`config.mk`:
```
export PLATFORM = sky130hd
export DESIGN_NAME = cpu_step_controller
export DESIGN_NICKNAME = d
export VERILOG_FILES = /design/src/rtl/cpu_step_controller.sv
export SDC_FILE = /design/constraint.sdc
export NUM_CORES = 1
export LEC_CHECK = 0
export CAP_MARGIN = 25
export CORE_AREA = 3 3 102 153
export CTS_BUF_LIST = sky130_fd_sc_hd__clkbuf_4
export CTS_CLUSTER_SIZE = 40
export DETAILED_ROUTE_END_ITERATION = 6
export DIE_AREA = 0 0 105 156
export PLACE_DENSITY = 0.81
export SETUP_SLACK_MARGIN = 0.05
export SLEW_MARGIN = 20
export SYNTH_ARGS = -nofsm -noshare
export SYNTH_HDL_FRONTEND = slang
export SYNTH_SLANG_ARGS = --single-unit
```
`constraint.sdc`:
```
create_clock -name clk_50M -period 7.1 [get_ports clk_50M]
set_input_delay 1.775 -clock clk_50M [delete_from_list [all_inputs] [get_ports clk_50M]]
set_output_delay 1.775 -clock clk_50M [all_outputs]
set_load 0.02 [all_outputs]
```
`src/rtl/cpu_step_controller.sv`:
```
// Debounced push-button front end that issues one-cycle clock enables to the core.
// Define STEP_CTRL_BREAKPOINT_EN to enable the PC breakpoint compare and BREAK state.
module cpu_step_controller #(
    parameter int unsigned N_BTN     = 4,
    parameter int unsigned DB_CYCLES = 500000,
    parameter int unsigned RUN_DIV   = 25000000,
    parameter int unsigned BURST_LEN = 16,
    parameter int unsigned ADDR_W    = 32
) (
    input  logic              clk_50M,
    input  logic              rst,
    input  logic [N_BTN-1:0]  i_button,
    input  logic [1:0]        i_mode,
    input  logic [ADDR_W-1:0] i_pc,
    input  logic [ADDR_W-1:0] i_bp_addr,
    input  logic              i_bp_valid,
    output logic [N_BTN-1:0]  o_button,
    output logic [N_BTN-1:0]  o_press,
    output logic              o_cpu_en,
    output logic              o_halted,
    output logic [31:0]       o_step_count
);

    localparam int unsigned DB_W  = (DB_CYCLES > 1) ? $clog2(DB_CYCLES) : 1;
    localparam int unsigned DIV_W = (RUN_DIV > 1) ? $clog2(RUN_DIV) : 1;
    localparam int unsigned BC_W  = $clog2(BURST_LEN + 1);

    localparam logic [DB_W-1:0]  DbLast   = DB_W'(DB_CYCLES - 1);
    localparam logic [DIV_W-1:0] DivLast  = DIV_W'(RUN_DIV - 1);
    localparam logic [BC_W-1:0]  BurstLen = BC_W'(BURST_LEN);

    typedef enum logic [2:0] {StIdle, StStep, StRun, StBurst, StBreak} state_e;

    logic [N_BTN-1:0] sync1, sync2, button_d;
    logic [DB_W-1:0]  db_cnt [N_BTN];

    state_e           state_q, state_d;
    logic [DIV_W-1:0] div_q, div_d;
    logic [BC_W-1:0]  bcnt_q, bcnt_d;
    logic             go, stop, fire, bp_hit, en_d, halted_d;

    always_ff @(posedge clk_50M) begin
        if (rst) begin
            sync1    <= '0;
            sync2    <= '0;
            o_button <= '0;
            button_d <= '0;
            for (int i = 0; i < N_BTN; i++) db_cnt[i] <= '0;
        end else begin
            sync1    <= i_button;
            sync2    <= sync1;
            button_d <= o_button;
            for (int i = 0; i < N_BTN; i++) begin
                if (sync2[i] != o_button[i]) begin
                    if (db_cnt[i] == DbLast) begin
                        o_button[i] <= sync2[i];
                        db_cnt[i]   <= '0;
                    end else begin
                        db_cnt[i] <= db_cnt[i] + 1'b1;
                    end
                end else begin
                    db_cnt[i] <= '0;
                end
            end
        end
    end

    assign o_press = o_button & ~button_d;
    // STOP wins over a simultaneous GO.
    assign stop    = o_press[1];
    assign go      = o_press[0] & ~o_press[1];

`ifdef STEP_CTRL_BREAKPOINT_EN
    assign bp_hit = i_bp_valid && (i_pc == i_bp_addr);
`else
    logic unused_bp;
    assign unused_bp = ^{i_pc, i_bp_addr, i_bp_valid};
    assign bp_hit    = 1'b0;
`endif

    // Cycles on which RUN/BURST would issue an enable, before the breakpoint compare.
    assign fire = !stop && (((state_q == StRun) && (div_q == DivLast)) || (state_q == StBurst));

    always_ff @(posedge clk_50M) begin
        if (rst) begin
            state_q      <= StIdle;
            div_q        <= '0;
            bcnt_q       <= '0;
            o_cpu_en     <= 1'b0;
            o_halted     <= 1'b0;
            o_step_count <= '0;
        end else begin
            state_q  <= state_d;
            div_q    <= div_d;
            bcnt_q   <= bcnt_d;
            o_cpu_en <= en_d;
            o_halted <= halted_d;
            if (en_d) o_step_count <= o_step_count + 32'd1;
        end
    end

    always_comb begin
        state_d = state_q;
        div_d   = div_q;
        bcnt_d  = bcnt_q;
        case (state_q)
            StIdle: begin
                if (go) begin
                    case (i_mode)
                        2'b00:   state_d = StStep;
                        2'b01: begin
                            state_d = StRun;
                            div_d   = '0;
                        end
                        2'b10: begin
                            state_d = StBurst;
                            bcnt_d  = BurstLen;
                        end
                        default: state_d = StIdle;
                    endcase
                end
            end
            StStep: state_d = StIdle;
            StRun: begin
                if (stop) begin
                    state_d = StIdle;
                end else if (div_q == DivLast) begin
                    div_d = '0;
                    if (bp_hit) state_d = StBreak;
                end else begin
                    div_d = div_q + 1'b1;
                end
            end
            StBurst: begin
                if (stop) begin
                    state_d = StIdle;
                end else if (bp_hit) begin
                    state_d = StBreak;
                end else begin
                    bcnt_d = bcnt_q - 1'b1;
                    if (bcnt_q == BC_W'(1)) state_d = StIdle;
                end
            end
            StBreak: begin
                if (stop)    state_d = StIdle;
                else if (go) state_d = StStep;
            end
            default: state_d = StIdle;
        endcase
    end

    always_comb begin
        en_d = (state_q == StStep) || (fire && !bp_hit);
`ifdef STEP_CTRL_BREAKPOINT_EN
        halted_d = (state_d == StBreak);
`else
        halted_d = 1'b0;
`endif
    end

endmodule
```
Yosys cells after proc, flatten, opt, wreduce, memory -nomap -nowiden
Memories as Yosys holds them, arrays and structs flattened. Index checks and enable logic that the tools add are counted. W data, S select, Z words.

Bits of input ports: 73. Memories: 1. RAM bits: 76. Flip-flop bits (word level): 82.

Memory list: db_cnt (words 4, bits a word 19, read ports 4, clocked after memory_dff 0, write ports 4, line 35) `logic [DB_W-1:0] db_cnt [N_BTN];`.

Eq/ne operators: 24. Reduce and logical (&&, ||, !) cells: 16. Multiplexer cells: 75. Bitwise operators: 16. Add/sub/neg operators: 7.

Operators with widths (count): $mux W19 (12); $mux W25 (4); $add A19 B1 Y19 const B (4); $eq A19 B19 Y1 const B (4); $pmux W25 S2 (1); $mux W1 (46); $add A32 B1 Y32 const B (1); $add A25 B1 Y25 const B (1); $eq A25 B25 Y1 const B (1); $mux W3 (6); $mux W5 (3); $or A1 B1 Y1 (12); $pmux W3 S4 (1); $reduce_and A4 Y1 (3); $pmux W5 S2 (1); $ne A2 B2 Y1 const B (4); $reduce_and A2 Y1 (4); $eq A3 B2 Y1 const B (2); $pmux W2 S3 (1); $eq A5 B1 Y1 const B (1); $sub A5 B1 Y5 const B (1); $and A4 B4 Y4 (1); $ne A1 B1 Y1 (4); $ne A2 B1 Y1 const B (2); 15 further kinds (18).

Logic depth before layout (Yosys ltp)
Gate-level depths: netlist of the first run. An unclocked memory read counts as a cell.

Word-level depth: 9. Mapped depth: 9. Depth with buffers taken out: 7.

Least setup slack after synthesis of the first run
OpenSTA, ideal clock, no wires.

Path kind: input to register. Start: in i_mode[1]. End: reg div_q[12]. Stages: 8. Path slack: 3.464 ns. Arrival: 3.560 ns. Data required time: 7.024 ns. Buffers on the path: 1. Cell sequence: inv_1 > ha_1 > nand3b_1 > a211o_1 > clkbuf_1 > or4_1 > or4b_1 > o21ai_0.

Longest elaborated chain between the ends: 3.

RTL lines: start, declared (line 13) `input logic [1:0] i_mode,`; $eq A2 B1 Y1 (line 109) `case (i_mode)`; $ne A2 B1 Y1 (no source line); $reduce_and A4 Y1 (no source line); end signal, assigned (line 94) `div_q <= div_d;`; end, declared (line 38) `logic [DIV_W-1:0] div_q, div_d;`.

Every way passes these cells. A chain may end at the register's enable or synchronous reset.

Worst setup path in the final report of the first run
Start: reg o_button[1]. End: out o_press[1].

Longest elaborated chain between the ends: 1.

RTL lines: start, declared (line 17) `output logic [N_BTN-1:0] o_button,`; start signal, assigned by index (line 56) `o_button[i] <= sync2[i];`; $and A4 B4 Y4 (line 68) `assign o_press = o_button & ~button_d;`; end, declared (line 18) `output logic [N_BTN-1:0] o_press,`.

Every way passes these cells.

==> metrics.txt, run 1 <==
crit end category=primary output; Final Critical Period=3.91 ns; CTS tree=built; DR vias=roughly 6600; Post CTS Setup Buffer Count=0; I/O pin count=115; Die Height=156 µm; peak supply drop=roughly 0.094 mV; Cell Count Post-Placement=roughly 1200; first-pass GRT wire length=approximately 28000 µm; area of the core=0.0145 mm²; sequential element share of the synthesized area=0.481; Synth Area in Adders=0.0170; FILL cells=1289; Pins Over Slew Limit=0; top cell type's share of synthesized area=0.281; Yosys cell types=56; status=finished, final reports clean; vias in the first global route=roughly 6400; max-cap check violation count=0; Vias/cell=roughly 5.5; DRC viols=0; Row Count=54; critical path arrival=2.14 ns; Yosys top cell by area=edfxtp_1; CTS resizes=0; most frequent cell after synthesis=nor2_1; clk sinks=157; Synth Area in XOR/XNOR=0.0895; mux share of post-synthesis cell area=0.00755; Post-Synth Simple-Gate Area=0.282; FF+latch area=0.00390 mm²; # nets final=about 1100; skew final=0.0310 ns; largest family of logic cells by synthesized area=simple AND/OR/NAND/NOR gates; max frequency=0.256 GHz; GRT Residual Overflow=0; synthesized flop and latch total=157; Area growth syn-to-layout=13.9%; Setup TNS Final=0 ns; DRT Pass-1 Iters=5; Mapped Area=0.00812 mm²; ys async rst share=0; largest cells by area after synthesis=edfxtp_1 (28%), dfxtp_1 (20%), nor2_1 (6.3%); Syn Area/Cell=between 9 and 10 µm²; PD cells=roughly 170 mW/mm²; PortBufs=48; Clock Tree Buf Depth=2; DIE WIDTH=105 µm; Startpoint Class=register; WS Path Type=reg2out; Worst-Skew Late Latency=0.54 ns; clock-pin slew on the worst setup and hold paths=0.12 ns; Period Utilization, post-route=0.551; Compound-Gate Fraction of Synth Area=0.0849; Layout Cells excl Fill=between 1000 and 1500; DRT iter0 DRCs=319; most frequent cells after synthesis=nor2_1 (136), dfxtp_1 (81), edfxtp_1 (76); Multi-input gate area=0.00421 mm²; Req. time, crit path=5.33 ns; final WL=16400 µm; P_leak=3.00 nW; RSZ-0062 raised after global routing=false; Post-synth EDFFs=between 70 and 80; Final HPWL DP=11300 µm; Gate Count Post-Synth=876; number of H-tree levels=4; Post-CTS Hold Fix Bufs=0; GRT Util Overall=0.206; Slew Limit Headroom=0.354; antenna-violating nets left=0; most used flip-flop cell after synthesis=dfxtp_1; worst-margin pin slew=0.964 ns; worst hold path class=reg2reg; CTS Root Cell=clkbuf_4; Starting Density=0.562; CP max FO=11; total power=0.00158 W; setup violators final=0; pin count of the biggest net entering global routing=64; RD Place Congestion=0.860; CTS buffer count=17; Synth Warn #=0; Min Hold Slack=0.453 ns; antenna violations before repair=1; WL/cell=~14 µm; Die ar.=~0.016 mm²; share of cells above drive strength 1=0.0494; Hold Fails Final Rpt=0
[area by class of cell]
| class | instances | area share |
|---|---|---|
| diodes | 1 | 0.000271 |
| inverters | 27 | 0.0110 |
| clock buffers | 21 | 0.0171 |
| multi-input cells | 723 | 0.456 |
| flip-flops and latches | 157 | 0.422 |
| repair buffers | 52 | 0.0547 |
| clock inverters | 11 | 0.0127 |
| well taps | 196 | 0.0265 |
[flip-flops by register name (all words and copies together), names as in the netlist, 4 cells and up]
| name | count |
|---|---|
| db_cnt | 76 |
| o_step_count | 32 |
| div_q | 25 |
| bcnt_q | 5 |
| button_d | 4 |
| o_button | 4 |
| sync1 | 4 |
| sync2 | 4 |
[power by group]
part           total (W)  internal (W)  switching [W]
Clock           0.000538      0.000225       0.000313
Combinational  0.0000550     0.0000211      0.0000339
Sequential      0.000990      0.000969      0.0000209
[routing by layer]
layer	global-route usage	part of all wire	vias to the layer above	routed length, µm
li1	-	-	3320	-
met1	0.245	0.43	3111	7120
met2	0.377	0.52	120	8570
met3	0.0344	0.030	18	497
met4	0.0700	0.013	0	209
met5	0	0	-	0
[logic make-up (layout without fill, tap and decap cells)]
kind of cell / after synthesis / count (layout)
simple gates: 439 / 439
flops: 157 / 157
compound gates: 107 / 107
xor+xnor: 83 / 83
buf+inv: 71 / 111
fa+ha+maj: 11 / 11
mux: 6 / 6
other cells: 2 / 78
[worst max-delay path: stages (launching register included)]
cell	delay [ns]
dfxtp_1	0.44
nand2b_1	0.14
inv_1	0.34
clkdlybuf4s50_1	0.69
[per-stage QoR]
step	instance area, µm²	utilization	setup slack, ns
after floorplan	8400	-	3.46
after global routing	9250	0.639	3.07
after global placement	8970	0.620	2.76
after CTS	9240	0.639	3.13
final	9250	0.639	3.19
after detailed placement	8970	0.620	2.74
[layout by cell type, fill, tap and decap left out, types with 28 or more instances in the layout]
| master | Yosys | final |
|---|---|---|
| nor2_1 | 136 | 136 |
| dfxtp_1 | 81 | 81 |
| conb_1 | 2 | 77 |
| edfxtp_1 | 76 | 76 |
| nand2_1 | 56 | 56 |
| nand3_1 | 51 | 51 |
| clkdlybuf4s50_1 | 0 | 47 |
| xnor2_1 | 43 | 43 |
| nand4_1 | 41 | 41 |
| xor2_1 | 40 | 40 |
| a21oi_1 | 37 | 36 |
| or4_1 | 35 | 35 |
| o31ai_1 | 28 | 28 |
[final timing paths]
check | startpoint | to | slack, ns | cells after the start
max | o_button[1] | o_press[1] | 3.19 | 3
min | sync1[0] | sync2[0] | 0.45 | 1
max reg2reg | db_cnt[3][6] | db_cnt[3][15] | 4.23 | 5
min reg2reg | sync1[0] | sync2[0] | 0.45 | 1
Power figures use the tool's default switching activity.
==> inputs of run 2 (changes only) <==
==> constraint.sdc (replaced) <==
create_clock -name clk_50M -period 3.9 [get_ports clk_50M]
set_input_delay 0.975 -clock clk_50M [delete_from_list [all_inputs] [get_ports clk_50M]]
set_output_delay 0.975 -clock clk_50M [all_outputs]
set_load 0.02 [all_outputs]
==> metrics.txt, run 2 (synthesis results as in run 1) <==
status=finished, final reports clean (unchanged); Cell Count Post-Placement=1159 (was 1155); Vias/cell=5.65 (was 5.53); CTS buffer count=17 (unchanged); WL met2=8350 µm (was 8570 µm); setup violators final=0 (unchanged); clk sinks=157 (unchanged); total power=0.00313 W (was 0.00158 W); CP max-delay cell=clkdlybuf4s50_1 (unchanged); CTS resizes=0 (unchanged); Combinational Power Share=0.033 (was 0.035); Startpoint Class=register (unchanged); most frequent cells in the layout=nor2_1 (136), dfxtp_1 (81), conb_1 (77) (unchanged); Largest Register=db_cnt (unchanged); Clock Power Share=0.391 (was 0.340); DRT iter0 DRCs=292 (was 319); Pint=0.00244 W (was 0.00121 W); NetSw=0.000685 W (was 0.000368 W); GRT Util Overall=0.209 (was 0.206); first-pass GRT wire length=28800 µm (was 28400 µm); GRT Residual Overflow=0 (unchanged); crit-path leading delay family=buffers and inverters (unchanged); RSZ-0062 raised after global routing=false (unchanged); DRC viols=0 (unchanged); Hold Fails Final Rpt=0 (unchanged); worst-margin pin slew=0.945 ns (was 0.964 ns); antenna violations before repair=1 (unchanged); final WL=16300 µm (was 16400 µm); Die Height=156 µm (unchanged); max-cap check violation count=0 (unchanged); CP cell instances=nand2b_1, inv_1, clkdlybuf4s50_1 (unchanged); top flop regs=db_cnt: 76 flops, o_step_count: 32 flops, div_q: 25 flops (unchanged); DIE WIDTH=105 µm (unchanged); clock-pin slew on the worst setup and hold paths=0.13 ns (was 0.12 ns); max frequency=0.321 GHz; Area growth syn-to-layout=15.3% (was 13.9%); PnR worst setup slack=0.788 ns (was 3.19 ns); critical path arrival=2.14 ns (about the same); highest layer used for signal routing=met4 (unchanged); Final HPWL DP=11100 µm (was 11300 µm); DRT Pass-1 Iters=5 (unchanged); PD cells=334 mW/mm² (was 171 mW/mm²); skew final=0.0220 ns (was 0.0310 ns); WP buf/inv=2 (unchanged); Row Count=54 (unchanged); pin count of the biggest net entering global routing=53 (was 64); Period Utilization, post-route=0.798; Worst-Skew Late Latency=0.57 ns (was 0.54 ns); # nets final=1066 (was 1062); Clock Tree Buf Depth=2 (unchanged); Die ar.=0.0164 mm² (unchanged); number of H-tree levels=4 (unchanged); Util after Layout=0.648 (was 0.639); WL/cell=13.6 µm (was 13.8 µm); WS Path Type=reg2out (unchanged); vias in the first global route=6617 (was 6353); Place WS=0.612 ns (was 2.74 ns); Starting Density=0.562 (unchanged); Req. time, crit path=2.92 ns (was 5.33 ns); Pins Over Slew Limit=0 (unchanged); CP max FO=11 (unchanged); DR vias=6730 (was 6569); switch share=0.219 (was 0.233); Slew Limit Headroom=0.367 (was 0.354); peak supply drop=0.224 mV (was 0.0942 mV); Post CTS Setup Buffer Count=0 (unchanged); Final Critical Period=3.11 ns; share of cells above drive strength 1=0.0513 (was 0.0494); P_leak=3.06 nW (was 3.00 nW); area of the core=0.0145 mm² (unchanged); Setup TNS Final=0 ns (unchanged); met3 WL=707 µm (was 497 µm); share of power burned in registers=0.576 (was 0.625); CTS Root Cell=clkbuf_4 (unchanged); worst hold path class=reg2reg (unchanged); CTS tree=built (unchanged); max reg flops=76 (unchanged); most common cell after layout, fill and taps aside=nor2_1 (unchanged); FF-to-FF setup slack=1.10 ns (was 4.23 ns); crit end category=primary output (unchanged); RD Place Congestion=0.842 (was 0.860); I/O pin count=115 (unchanged); Post-CTS Hold Fix Bufs=0 (unchanged); antenna-violating nets left=0 (unchanged); PortBufs=48 (unchanged); wl on met1=6900 µm (was 7120 µm); Layout Cells excl Fill=1192 (was 1188); CP max stage delay=0.69 ns (about the same)
==> run 2: changes by cell type in the layout (fill, tap and decap cells not counted), sizes merged <==
| cell | change |
|---|---|
| buf | +4 |
| bufinv | +4 |
| clkbuf | -4 |
| clkinv | +1 |
| clkinvlp | -1 |
==> run 2: layer usage <==
layer | vias up | track usage
li1 | 3332 | -
met1 | 3228 | 0.247
met2 | 142 | 0.371
met3 | 28 | 0.0455
met4 | 0 | 0.0819
met5 | - | 0
==> run 2: final timing paths <==
check	startpoint	to	cells after the start
worst max-delay path	o_button[1]	o_press[1]	3
worst min-delay path	sync1[0]	sync2[0]	1
worst max register to register	db_cnt[3][6]	db_cnt[3][15]	5
worst min register to register	sync1[0]	sync2[0]	1
==> run 2: per-stage QoR <==
| stage | hold slack, ns | cell area (µm²) |
|---|---|---|
| floorplan | 0.414 | 8400 |
| global placement | 0.422 | 8990 |
| detailed placement | 0.428 | 8990 |
| CTS | 0.458 | 9360 |
| global route | 0.469 | 9360 |
| finish | 0.456 | 9360 |
==> run 2: cell type report <==
class | instances | area [µm²]
fill | 1254 | 5090
timing repair buffer | 56 | 536
clock inverter | 15 | 241
tap | 196 | 245
multi-input combinational | 723 | 4210
sequential | 157 | 3900
clock buffer | 17 | 128
inverter | 27 | 101
antenna | 1 | 2.50
==> run 2: power groups by stage <==
stage	Combinational (W)	Sequential [W]	Clock (W)
floorplan	0.0000797	0.00183	0
global placement	0.0000979	0.00184	0
detailed placement	0.0000988	0.00184	0
CTS	0.000100	0.00180	0.00126
global route	0.000117	0.00181	0.00132
finish	0.000102	0.00180	0.00122
==> inputs of run 3 (changes only) <==
==> constraint.sdc (replaced) <==
create_clock -name clk_50M -period 2.94 [get_ports clk_50M]
set_input_delay 0.735 -clock clk_50M [delete_from_list [all_inputs] [get_ports clk_50M]]
set_output_delay 0.735 -clock clk_50M [all_outputs]
set_load 0.02 [all_outputs]
==> metrics.txt, run 3 (synthesis results as in run 1) <==
CTS Root Cell=clkbuf_4 (unchanged); Pins Over Slew Limit=0 (unchanged); critical path arrival=1.96 ns (was 2.14 ns); CP max FO=11 (unchanged); Final Critical Period=2.70 ns; FILL cells=1257 (was 1254); Largest Register=db_cnt (unchanged); status=finished, final reports clean (unchanged); GRT Residual Overflow=0 (unchanged); Hold Fails Final Rpt=0 (unchanged); skew final=0.0207 ns (was 0.0220 ns); GRT Util Overall=0.197 (was 0.209); clk sinks=157 (unchanged); RSZ-0062 raised after global routing=false (unchanged); DRT Pass-1 Iters=5 (unchanged); Die ar.=0.0164 mm² (unchanged); Period Utilization, post-route=0.918; antenna violations before repair=1 (unchanged); DR vias=6657 (was 6730); WL/cell=13.2 µm (was 13.6 µm); Req. time, crit path=2.20 ns (was 2.92 ns); WS Path Type=reg2out (unchanged); DRT iter0 DRCs=350 (was 292); most frequent cells in the layout=nor2_1 (136), dfxtp_1 (81), conb_1 (77) (unchanged); max frequency=between 0.3 and 0.4 GHz; share of cells above drive strength 1=0.0617 (was 0.0513); Row Count=54 (unchanged); Area growth syn-to-layout=15.4% (was 15.3%); worst-margin pin slew=0.613 ns (was 0.945 ns); P_leak=3.07 nW (was 3.06 nW); DIE WIDTH=105 µm (unchanged); Starting Density=0.562 (unchanged); first-pass GRT wire length=27100 µm (was 28800 µm); Post-CTS Hold Fix Bufs=0 (unchanged); worst hold path class=reg2reg (unchanged); Worst-Skew Late Latency=0.54 ns (was 0.57 ns); Die Height=156 µm (unchanged); total power=0.00380 W (was 0.00313 W); crit end category=primary output (unchanged); PnR worst setup slack=0.240 ns (was 0.788 ns); Slew Limit Headroom=0.588 (was 0.367); Post CTS Setup Buffer Count=0 (unchanged); PortBufs=48 (unchanged); DRC viols=0 (unchanged); most common cell after layout, fill and taps aside=nor2_1 (unchanged); Vias/cell=5.54 (was 5.65); CTS buffer count=17 (unchanged); Clock Tree Buf Depth=2 (unchanged); final WL=15900 µm (was 16300 µm); max-cap check violation count=0 (unchanged); setup violators final=0 (unchanged); PD cells=406 mW/mm² (was 334 mW/mm²); area of the core=0.0145 mm² (unchanged); antenna-violating nets left=0 (unchanged); number of H-tree levels=4 (unchanged); vias in the first global route=6204 (was 6617); Startpoint Class=register (unchanged); clock-pin slew on the worst setup and hold paths=0.12 ns (was 0.13 ns); CTS tree=built (unchanged); pin count of the biggest net entering global routing=71 (was 53); peak supply drop=0.217 mV (was 0.224 mV); Final HPWL DP=10900 µm (was 11100 µm); top flop regs=db_cnt: 76 flops, o_step_count: 32 flops, div_q: 25 flops (unchanged); Place WS=-0.0897 ns (was 0.612 ns); # nets final=1076 (was 1066); max reg flops=76 (unchanged); I/O pin count=115 (unchanged); RD Place Congestion=0.789 (was 0.842)
-- run 3: cell count changes in the layout (fill, tap and decap cells not counted), moves of 2 or more --
cell        change
buf_12          +2
clkinvlp_4      +2
buf_4           +8
bufinv_16       -4
clkbuf_4        +3
-- run 3: path summary, 6_finish.rpt --
check             endpoint  slack [ns]    startpoint  cells past startpoint
max             o_press[1]        0.24   o_button[1]                      3
min               sync2[0]        0.45      sync1[0]                      1
max reg2reg  db_cnt[3][11]        0.39  db_cnt[3][6]                      6
min reg2reg       sync2[0]        0.45      sync1[0]                      1
-- run 3: per-stage QoR --
stage	util	instances	hold slack [ns]	setup TNS [ns]	cell area, µm²
after floorplan	-	951	0.414	0	8400
after global placement	0.629	1169	0.419	-0.0639	9090
after detailed placement	0.629	1169	0.426	-0.0897	9090
after CTS	0.648	1201	0.453	0	9360
after global routing	0.648	1202	0.448	0	9370
final	0.648	1202	0.450	0	9370
-- run 3: critical path: stages (launching register included) --
cell and delay [ns]:
dfxtp_1 0.42, nand2b_1 0.16, clkinvlp_4 0.21, clkdlybuf4s50_1 0.64
-- run 3: power by group --
| group | total (W) | switching (W) | internal (W) |
|---|---|---|---|
| clock network | 0.00127 | 0.000744 | 0.000527 |
| logic | 0.000139 | 0.0000818 | 0.0000576 |
| registers | 0.00239 | 0.0000501 | 0.00234 |
-- run 3: layout make-up --
cell class | count | area (µm²) | share of cell area
inverters | 27 | 105 | 0.0112
well taps | 196 | 245 | 0.0262
clock buffers | 20 | 150 | 0.0160
clock inverters | 12 | 120 | 0.0128
repair buffers | 66 | 636 | 0.0678
flip-flops and latches | 157 | 3900 | 0.417
multi-input cells | 723 | 4210 | 0.449
diodes | 1 | 2.50 | 0.000267
-- run 3: layer usage --
layer | routed length [µm] | global-route usage | up-vias | part of all wire
li1 | - | - | 3358 | -
met1 | 7030 | 0.240 | 3123 | 0.44
met2 | 8090 | 0.342 | 152 | 0.51
met3 | 549 | 0.0360 | 24 | 0.034
met4 | 253 | 0.0844 | 0 | 0.016
met5 | 0 | 0 | - | 0
-- run 3: repair_timing --
item | CTS | global route
resized for setup | 0 | 1
setup endpoints to repair | 0 | 1
hold endpoints to repair | 0 | 0
